==> config.mk <==
export PLATFORM = sky130hd
export DESIGN_NAME = push_btn_array
export DESIGN_NICKNAME = d
export VERILOG_FILES = /design/src/rtl/push_btn_array.sv
export SDC_FILE = /design/constraint.sdc
export NUM_CORES = 1
export LEC_CHECK = 0
export BUFFER_PORTS_ARGS = -buffer_cell sky130_fd_sc_hd__buf_2
export CORE_ASPECT_RATIO = 1.5
export CORE_MARGIN = 2
export CORE_UTILIZATION = 30
export CTS_CLUSTER_DIAMETER = 120
export DETAILED_ROUTE_END_ITERATION = 8
export HOLD_SLACK_MARGIN = 0.1
export SLEW_MARGIN = 20
export SYNTH_ARGS = -nofsm -noshare
export SYNTH_HDL_FRONTEND = slang
export SYNTH_SLANG_ARGS = --single-unit
==> constraint.sdc <==
create_clock -name clock -period 2.5 [get_ports clock]
set_input_delay 0.5 -clock clock [delete_from_list [all_inputs] [get_ports clock]]
set_output_delay 0.5 -clock clock [all_outputs]
set_load 0.02 [all_outputs]
==> src/rtl/push_btn_array.sv <==
// rtl/push_btn_array.sv - N-channel synchronised, debounced push-button array with press flags and counters
// Optional registered irq output is enabled by defining PUSH_BTN_ARRAY_IRQ_EN.
module push_btn_array #(
    parameter int Channels     = 4,
    parameter int DebounceWait = 10,
    parameter int DebounceSize = 4,
    parameter int CountSize    = 4
) (
    input  logic                 clock,
    input  logic                 reset,
    input  logic [11:0]          inst,
    input  logic                 inst_en,
    input  logic [Channels-1:0]  buttons,
    output logic                 button_status,
    output logic [CountSize-1:0] button_count,
`ifdef PUSH_BTN_ARRAY_IRQ_EN
    output logic                 irq,
`endif
    output logic                 error
);

    localparam logic [3:0] OP_RDBS = 4'h1;
    localparam logic [3:0] OP_RDCT = 4'h2;
    localparam logic [3:0] OP_CLR  = 4'h3;
    localparam logic [3:0] OP_MASK = 4'h4;

    localparam logic [DebounceSize-1:0] WAIT_LAST = DebounceSize'(DebounceWait - 1);
    localparam logic [CountSize-1:0]    COUNT_MAX = {CountSize{1'b1}};

    typedef enum logic {
        ST_READY,
        ST_ERROR
    } state_t;

    state_t state_q;

    logic [Channels-1:0]     sync1_q;
    logic [Channels-1:0]     sync2_q;
    logic [Channels-1:0]     stable_q;
    logic [Channels-1:0]     stable_d;
    logic [Channels-1:0]     press;
    logic [DebounceSize-1:0] db_cnt_q [Channels];
    logic [DebounceSize-1:0] db_cnt_d [Channels];
    logic [Channels-1:0]     pending_q;
    logic [Channels-1:0]     pending_d;
    logic [Channels-1:0]     mask_q;
    logic [Channels-1:0]     mask_d;
    logic [CountSize-1:0]    count_q [Channels];
    logic [CountSize-1:0]    count_d [Channels];

    logic [3:0]           opcode;
    logic [7:0]           imm;
    logic [Channels-1:0]  sel;
    logic [Channels-1:0]  clr_flag;
    logic [Channels-1:0]  clr_count;
    logic                 accept;
    logic                 imm_ok;
    logic                 bad_inst;
    logic                 do_rdbs;
    logic                 do_rdct;
    logic                 do_clr;
    logic                 do_mask;
    logic                 rd_status;
    logic [CountSize-1:0] rd_count;

    assign opcode    = inst[11:8];
    assign imm       = inst[7:0];
    assign accept    = inst_en && (state_q == ST_READY);
    assign imm_ok    = |sel;
    assign do_rdbs   = accept && (opcode == OP_RDBS) && imm_ok;
    assign do_rdct   = accept && (opcode == OP_RDCT) && imm_ok;
    assign do_clr    = accept && (opcode == OP_CLR);
    assign do_mask   = accept && (opcode == OP_MASK);
    assign bad_inst  = accept && ((opcode > OP_MASK) ||
                                  (((opcode == OP_RDBS) || (opcode == OP_RDCT)) && !imm_ok));
    assign rd_status = |(pending_q & sel);
    assign clr_flag  = do_clr ? '1 : (do_rdbs ? sel : '0);
    assign clr_count = do_clr ? '1 : (do_rdct ? sel : '0);
    assign mask_d    = do_mask ? imm[Channels-1:0] : mask_q;

    always_comb begin
        sel      = '0;
        rd_count = '0;
        for (int i = 0; i < Channels; i++) begin
            sel[i] = (imm == 8'(i));
            if (imm == 8'(i)) begin
                rd_count = count_q[i];
            end
        end
    end

    // Clears use the pre-edge values, so a press landing on the same edge survives the clear.
    always_comb begin
        for (int i = 0; i < Channels; i++) begin
            stable_d[i] = stable_q[i];
            db_cnt_d[i] = '0;
            press[i]    = 1'b0;
            if (sync2_q[i] != stable_q[i]) begin
                if (db_cnt_q[i] == WAIT_LAST) begin
                    stable_d[i] = sync2_q[i];
                    press[i]    = sync2_q[i] & mask_q[i];
                end else begin
                    db_cnt_d[i] = db_cnt_q[i] + 1'b1;
                end
            end
            if (clr_count[i]) begin
                count_d[i] = CountSize'(press[i]);
            end else if (press[i] && (count_q[i] != COUNT_MAX)) begin
                count_d[i] = count_q[i] + 1'b1;
            end else begin
                count_d[i] = count_q[i];
            end
        end
        pending_d = (pending_q & ~clr_flag) | press;
    end

    always_ff @(posedge clock or posedge reset) begin
        if (reset) begin
            sync1_q   <= '0;
            sync2_q   <= '0;
            stable_q  <= '0;
            pending_q <= '0;
            mask_q    <= '1;
            for (int i = 0; i < Channels; i++) begin
                db_cnt_q[i] <= '0;
                count_q[i]  <= '0;
            end
        end else begin
            sync1_q   <= buttons;
            sync2_q   <= sync1_q;
            stable_q  <= stable_d;
            pending_q <= pending_d;
            mask_q    <= mask_d;
            for (int i = 0; i < Channels; i++) begin
                db_cnt_q[i] <= db_cnt_d[i];
                count_q[i]  <= count_d[i];
            end
        end
    end

    // Error is terminal: only reset returns to Ready, the channel datapath keeps running.
    always_ff @(posedge clock or posedge reset) begin
        if (reset) begin
            state_q       <= ST_READY;
            error         <= 1'b0;
            button_status <= 1'b0;
            button_count  <= '0;
        end else begin
            case (state_q)
                ST_READY: begin
                    if (bad_inst) begin
                        state_q <= ST_ERROR;
                        error   <= 1'b1;
                    end
                    if (do_rdbs) begin
                        button_status <= rd_status;
                    end
                    if (do_rdct) begin
                        button_count <= rd_count;
                    end
                end
                default: begin
                    state_q <= ST_ERROR;
                    error   <= 1'b1;
                end
            endcase
        end
    end

`ifdef PUSH_BTN_ARRAY_IRQ_EN
    always_ff @(posedge clock or posedge reset) begin
        if (reset) begin
            irq <= 1'b0;
        end else begin
            irq <= |(pending_q & mask_q);
        end
    end
`endif

endmodule
-- After elaboration in Yosys (flattened, before gate mapping)
Cells that the tools add are included.
- bits in registers: 59
- bits of input ports: 19
- logic and storage cells: 123
- add/subtract/negate cells: 8
- order comparisons: 1
- eq/ne operators: 19
- muxes and demuxes: 36
- bitwise logic cells: 9
- reduce and logical (&&, ||, !) cells: 30
- operator list (kind ; number):
    4-bit two-way mux ; 24
    4-bit by 1-bit adder with 4-bit output, second input constant ; 8
    4-bit == test, second input constant ; 4
    8-bit by 2-bit == test with 1-bit output, second input constant ; 2
    4-bit inequality test, second input constant ; 4
    1-bit logical AND ; 13
    1-bit two-way mux ; 12
    2-bit AND reduction ; 6
    2-bit nonzero test ; 5
    4-bit AND ; 2
    4-bit by 2-bit == test with 1-bit output, second input constant ; 2
    8-bit by 1-bit == test with 1-bit output, second input constant ; 1
    8-bit zero test ; 1
    4-bit OR reduction ; 2
    1-bit AND ; 4
    4-bit by 1-bit == test with 1-bit output, second input constant ; 1
    4-bit by 3-bit == test with 1-bit output, second input constant ; 1
    4-bit by 3-bit > comparator with 1-bit output, second input constant ; 1
    1-bit inequality test ; 4
    4-bit inverter ; 1
    4-bit bitwise OR ; 1
    1-bit logical OR ; 2
    1-bit zero test ; 1
    1-bit inverter ; 1

-- Logic depth before layout (Yosys ltp)
Gate-level depths: netlist of the first run.
- depth in word-level cells: 9
- mapped depth: 6

-- Worst setup path after synthesis of the first run
Ideal clock, no wire load.
- kind: input -> register
- from: input inst[3]
- to: register button_count[0]
- library setup time: 0.125 ns
- arrival time: 1.748 ns
- data required time: 2.375 ns
- setup slack: 0.627 ns
- stages: 4
- buffers on the path: 0
- cells stage by stage: or4_4 > nor3_4 > nand3b_4 > mux2_4
- longest elaborated chain between the ends: 5
- elaborated cells between the ends (all ways): 11
- classes of those cells: 3 x eq/ne; 4 x mux; 4 x reduce/logical
- ends and longest elaborated chain (element ; RTL line ; text):
    start, declared ; 11 ; input logic [11:0] inst,
    8-bit zero test ; 85, 86 ;
    4-bit two-way mux (4 in series) ; 86 ; if (imm == 8'(i)) begin
    end signal, assigned ; 159 ; button_count <= rd_count;
    end, declared ; 15 ; output logic [CountSize-1:0] button_count,
Parallel ways exist; a longest one is shown, timed or not.
A chain may end at the register's enable or synchronous reset.

-- Worst setup path in the final report of the first run
- from: register count_q[4] (netlist bit)
- to: register count_q[5] (netlist bit)
- longest elaborated chain between the ends: 3
- elaborated cells between the ends (all ways): 6
- classes of those cells: 1 x add/sub; 1 x eq/ne; 2 x mux; 2 x reduce/logical
- ends and longest elaborated chain (element ; RTL line ; text):
    start, declared ; 48 ; logic [CountSize-1:0] count_q [Channels];
    start signal, assigned by index ; 136 ; count_q[i] <= count_d[i];
    4-bit by 1-bit adder with 4-bit output or 4-bit inequality test (tied branches) ; 109, 108 ;
    4-bit two-way mux or 1-bit logical AND (tied branches) ; 108 ; end else if (press[i] && (count_q[i] != COUNT_MAX)) begin
    4-bit two-way mux or 2-bit nonzero test (tied branches) ; -- ;
Parallel ways exist; a longest one is shown, timed or not. The select of a mux whose other input is x is not followed.

==> metrics.csv, run 1 <==
metric,value,unit
initial antenna violation count,0,
Syn. warnings,0,
async set-reset flop share out of synthesis,100,%
"delay-heaviest family, CP",compound AO/OA/AOI/OAI gates,
syn nets,276,
CP Cell Sequence,ha_1 -> and2_1 -> a2111oi_2 -> mux2i_1 -> nor2_1,
"critical path fanouts, max",4,
Crit Path Class,reg -> reg,
CTS H-tree depth,3,
Post-CTS Hold Buffers,0,
Final Max Tran Viols,0,
PD cells,741,nW/um2
register area share after synthesis,51.6,%
num rows,43,
area grow syn2layout,20.3,%
Setup Buffers After CTS,0,
final setup TNS,0,ns
die area,10400,um2
period utilization,71.6,%
DRT antenna net count,0,
"area leader, netlist",dfrtp_1,
unrepaired setup endpoints after global routing,false,
Slew HR,67.3,%
f_max,558,MHz
remaining global-route overflow,0,
synthesized instance count,245,
Max stage delay on crit path,0.54,ns
"EDFF count, synth",0,
Post-Syn Area per Cell,11.7,um2
GRT Total Usage,12.0,%
root buffer cell,clkbuf_16,
crit path buf inv count,0,
diodes inserted,0,
vias,1965,
clk sinks,59,
Netlist cell types,39,
most frequent cell after synthesis,dfrtp_1,
Final Setup Violations,0,
filler cell count,891,
IO Count,25,
DR vias/cell,4.97,
status,"finished, final reports clean",
layout cells sized above 1,25.8,%
DP HPWL,4.18,mm
max cap viols,0,
Final Hold Vio Count,0,
VDD IR max,0.554,mV
core area,9310,um2
clk_skew,0.00474,ns
clk buf depth,2,
first-pass GRT wire length,9.46,mm
TritonCTS clock tree,built,
Die H,124,um
worst hold path type,in -> async,
Resized cells post-CTS,0,
DRT Pass-1 Iters,4,
worst skew pair latency,0.33,ns
Synth area leaders,"dfrtp_1 48%, ha_1 5.2%, dfstp_2 3.7%",
Required @ worst endpoint,2.71,ns
final std cells w/o fill,395,
input/output buffers,24,
Main synth FF type,dfrtp_1,
CP Launch Type,register,
Placer Congestion,0.813,
WL final,5.53,mm
register area,1480,um2
number of DRC markers in iteration 0,97,
Final Critical Period,1.79,ns
placed instance count,379,
slowest cell on the critical path,a2111oi_2,
CTS buffer count,9,
pin slew with the least headroom to its limit,0.490,ns
Setup crit end kind,register,
die width,83.9,um
synthesized cell area,2870,um2
Initial Util,30.9,%
DRC Markers,0,
Leak,1.51,nW
commonest cells in the netlist,"55 x dfrtp_1, 27 x nor2_1, 12 x a21oi_1, 12 x ha_1, 12 x nand2_1",
Crit path arrival time,2.00,ns
vias in the first global route,2023,
average wire per standard cell,14.0,um
Yosys top cell area share,47.9,%
Synth Register Bits,59,
Worst-path clk slew,0.05,ns
footprint of the multi-input gates,1340,um2
largest net degree at the start of global routing,40,
final net count,309,
[cell type report]
| cell class | instances | area share, % |
|---|---|---|
| Inverter | 10 | 1.09 |
| Timing Repair Buffer | 26 | 4.28 |
| Multi-Input combinational cell | 172 | 38.7 |
| Clock inverter | 6 | 2.32 |
| Tap cell | 112 | 4.06 |
| Sequential cell | 59 | 42.9 |
| Clock buffer | 10 | 6.63 |
[where the power goes]
group | leakage (nW) | internal [mW] | switching (mW)
logic | 0.660 | 0.0946 | 0.111
registers | 0.693 | 1.02 | 0.0594
clock network | 0.156 | 0.863 | 0.410
[path summary, 6_finish.rpt]
kind                                        startpoint                endpoint  slack [ns]  cells past startpoint
worst max-delay path            count_q[4]$_DFFE_PP0P_  count_q[5]$_DFFE_PP0P_        0.71                      5
worst min-delay path                             reset   db_cnt_q[9]$_DFF_PP0_        0.18                      2
worst max register to register  count_q[4]$_DFFE_PP0P_  count_q[5]$_DFFE_PP0P_        0.71                      5
worst min register to register    sync1_q[2]$_DFF_PP0_    sync2_q[2]$_DFF_PP0_        0.35                      0
max in group asynchronous                        reset   mask_q[0]$_DFFE_PP1P_        1.71                      3
min in group clock                          buttons[3]    sync1_q[3]$_DFF_PP0_        0.27                      1
[placed cells by master, fill, tap and decap left out, types with 7 or more instances in the layout]
cell type | Yosys | layout
dfrtp_1 | 55 | 55
nor2_1 | 27 | 27
buf_2 | 0 | 24
nand2_1 | 12 | 12
a21oi_1 | 12 | 12
ha_1 | 12 | 12
nand3_1 | 11 | 11
mux2i_1 | 9 | 9
inv_1 | 10 | 9
clkbuf_16 | 0 | 9
or3_1 | 8 | 8
xor2_1 | 8 | 8
xnor2_1 | 8 | 8
mux2_2 | 7 | 7
[state kept, by name, indices dropped and copies added (netlist names), 4 cells and up]
register,flops
stable_q,4
count_q,16
button_count,4
sync2_q,4
mask_q,4
sync1_q,4
pending_q,4
db_cnt_q,16
[metrics by stage]
stage	hold WS [ns]	util (%)	instance area [um2]	total power, mW	worst slack (ns)
6_report	0.176	37.1	3450	2.56	0.709
5_1_grt	0.210	37.1	3450	2.67	0.573
4_1_cts	0.187	37.1	3450	2.59	0.688
3_5_place_dp	0.340	33.8	3140	1.31	0.381
3_3_place_gp	0.335	33.8	3140	1.29	0.404
2_1_floorplan	0.331	-	2870	1.23	0.550
[routing by layer]
metal	up-vias	wire [um]	global-route usage, %	part of all wire (%)
met2	33	2960	21.0	54
met1	969	2250	12.4	41
met5	-	0	0	0
met3	11	160	3.71	2.9
li1	952	-	-	-
met4	0	159	7.86	2.9
[kinds of logic (layout without fill, tap and decap cells)]
kind of cell             Yosys count  after routing  synth area share (%)
AO/OA/AOI/OAI                     36             36                  9.63
XOR/XNOR                          16             16                  4.88
adder cells (fa/ha/maj)           12             12                  5.23
buffers and inverters             14             52                  1.83
flip-flops                        59             59                  51.6
multiplexers                      24             24                  11.1
AND/OR/NAND/NOR                   84             84                  15.7
(Power assumes the default switching activity.)
==> run 2: changes to the inputs <==
Clock period 2.5 ns to 1.61 ns, I/O delays scaled along.
==> run 2 against run 1 <==
Against the previous run:
- the flow now finishes with violations (negative setup slack)
- non-clock buffer count up 69
- total power up 56%
- critical path type unchanged
- global-route usage up 2.3 points
- first-iteration DRC count up 24%
- final cell count up 17%
- critical endpoint is now count_q[15]$_DFFE_PP0P_
- hold slack better by 0.11 ns
- critical path depth up 1
- sequential power up 54%
==> metrics.csv, run 2 (synthesized netlist as in run 1, its figures left out) <==
metric,value,unit,change
DRC Markers,0,,unchanged
CP Cell Sequence,inv_1 -> ha_2 -> nand3b_1 -> or3_4 -> or3_4 -> a21oi_2,,
Final Setup Violations,8,,+8
die width,83.9,um,unchanged
CTS H-tree depth,3,,unchanged
vias in the first global route,2524,,+25%
diodes inserted,0,,unchanged
initial antenna violation count,0,,unchanged
largest net degree at the start of global routing,60,,+50%
clk buf depth,2,,unchanged
final setup TNS,-0.155,ns,-0.155 ns
Final Worst Setup Slack,-0.0591,ns,-0.768 ns
number of DRC markers in iteration 0,120,,+24%
final net count,378,,+22%
first-pass GRT wire length,11.6,mm,+23%
"commonest non-fill, non-tap cell in the layout",buf_4,,
Crit Path Class,reg -> reg,,
status,"finished, violations left",,
area grow syn2layout,44.9,%,
Final Util,44.7,%,+7.6 points
failing checks,negative setup slack,,
CP Launch Type,register,,
Crit path arrival time,1.92,ns,-0.08 ns
TritonCTS clock tree,built,,
DR vias/cell,4.87,,-2.1%
num rows,43,,unchanged
max cap viols,0,,unchanged
f_max,599,MHz,+7.3%
Slew HR,77.0,%,+9.7 points
pin slew with the least headroom to its limit,0.343,ns,-0.146 ns
total power,3.99,mW,+56%
IO Count,25,,unchanged
"critical path fanouts, max",3,,-1
top flop regs,"count_q (16), db_cnt_q (16)",,
Hold WS,0.284,ns,+0.108 ns
Final Max Tran Viols,0,,unchanged
"delay-heaviest family, CP",simple AND/OR/NAND/NOR gates,,
Final Hold Vio Count,0,,unchanged
average wire per standard cell,14.1,um,+0.64%
core area,9310,um2,unchanged
crit path buf inv count,1,,+1
Initial Util,30.9,%,unchanged
clk_skew,0.00383,ns,-0.000911 ns
input/output buffers,24,,unchanged
unrepaired setup endpoints after global routing,true,,
remaining global-route overflow,0,,unchanged
die area,10400,um2,unchanged
Placer Congestion,0.757,,-6.8%
worst hold path type,in -> reg,,
Setup crit end kind,register,,
WL final,6.52,mm,+18%
slowest cell on the critical path,or3_4,,
Required @ worst endpoint,1.86,ns,-0.85 ns
CTS buffer count,9,,unchanged
Worst-path clk slew,0.05,ns,about the same
PD cells,960,nW/um2,+29%
root buffer cell,clkbuf_16,,
Max stage delay on crit path,0.39,ns,-0.15 ns
Leak,1.86,nW,+23%
Die H,124,um,unchanged
worst skew pair latency,0.33,ns,about the same
DRT antenna net count,0,,unchanged
vias,2256,,+15%
GRT Total Usage,14.3,%,+2.3 points
layout cells sized above 1,47.3,%,+21 points
"commonest cells after routing, fill and taps aside","62 x buf_4, 55 x dfrtp_1, 27 x nor2_1",,
cell mode on critical path,or3_4,,
DRT Pass-1 Iters,4,,unchanged
Final Critical Period,1.67,ns,-0.122 ns
DP HPWL,4.70,mm,+12%
clk sinks,59,,unchanged
period utilization,104,%,+32 points
VDD IR max,0.492,mV,-11%
==> run 2: cell count changes in the layout (fill, tap and decap cells not counted), moves of 4 or more <==
cell / delta
buf_4: +61
ha_1: -6
or3_1: -6
or3_4: +6
and2_1: -5
dlygate4sd3_1: +5
ha_2: +5
a2111oi_2: -4
a2111oi_4: +4
and2_4: +4
nor3_1: -4
==> run 2: timing repair <==
action | 4_1_cts | 5_1_grt
pin swaps | 16 | 12
endpoints found under the setup margin | 14 | 24
gates resized for setup | 22 | 19
buffers inserted | 7 | 3
hold buffers | 5 | 0
endpoints found under the hold margin | 59 | 0
==> run 2: per-stage QoR <==
stage	std cells	cell area, um2	setup slack (ns)
4_1_cts	460	4060	-0.0906
5_1_grt	463	4160	-0.156
6_report	463	4160	-0.0591
3_5_place_dp	433	3550	-0.266
2_1_floorplan	245	2880	-0.0852
3_3_place_gp	433	3550	-0.234
==> run 2: layout make-up <==
class	count	area, um2
tap	112	140
timing repair buffer	95	689
fill	867	5150
inverter	10	41.3
sequential	59	1480
clock buffer	13	270
multi-input combinational	172	1530
clock inverter	2	10.0
==> run 2: power by group <==
group          leakage, nW  switching [mW]  internal [mW]  total [mW]
clock network        0.141           0.635           1.15        1.79
logic                 1.02           0.254          0.291       0.545
registers            0.693          0.0767           1.58        1.66
==> run 2: worst reg2reg max path, cell delays in order (launching register included) <==
cell and delay (ns):
dfrtp_1 0.37, inv_1 0.06, ha_2 0.16, nand3b_1 0.15, or3_4 0.39, or3_4 0.34
a21oi_2 0.13
==> run 2: final timing paths <==
path / startpoint / to / slack, ns / cells past startpoint
setup reg to reg: db_cnt_q[13]$_DFF_PP0_ / count_q[15]$_DFFE_PP0P_ / -0.06 / 6
hold / removal: inst_en / error$_DFFE_PP0P_ / 0.28 / 3
max in group asynchronous: reset / mask_q[2]$_DFFE_PP1P_ / 0.67 / 4
min in group asynchronous: reset / count_q[15]$_DFFE_PP0P_ / 0.62 / 4
setup / recovery: db_cnt_q[13]$_DFF_PP0_ / count_q[15]$_DFFE_PP0P_ / -0.06 / 6
hold reg to reg: sync1_q[1]$_DFF_PP0_ / sync2_q[1]$_DFF_PP0_ / 0.34 / 0
==> run 2: metal layers <==
layer,part of all wire (%),track usage [%],up-vias,routed length [um]
met4,3.5,7.96,0,229
met3,2.7,3.45,15,176
li1,-,-,1090,-
met2,55,25.6,25,3590
met5,0,0,-,0
met1,39,15.5,1126,2520
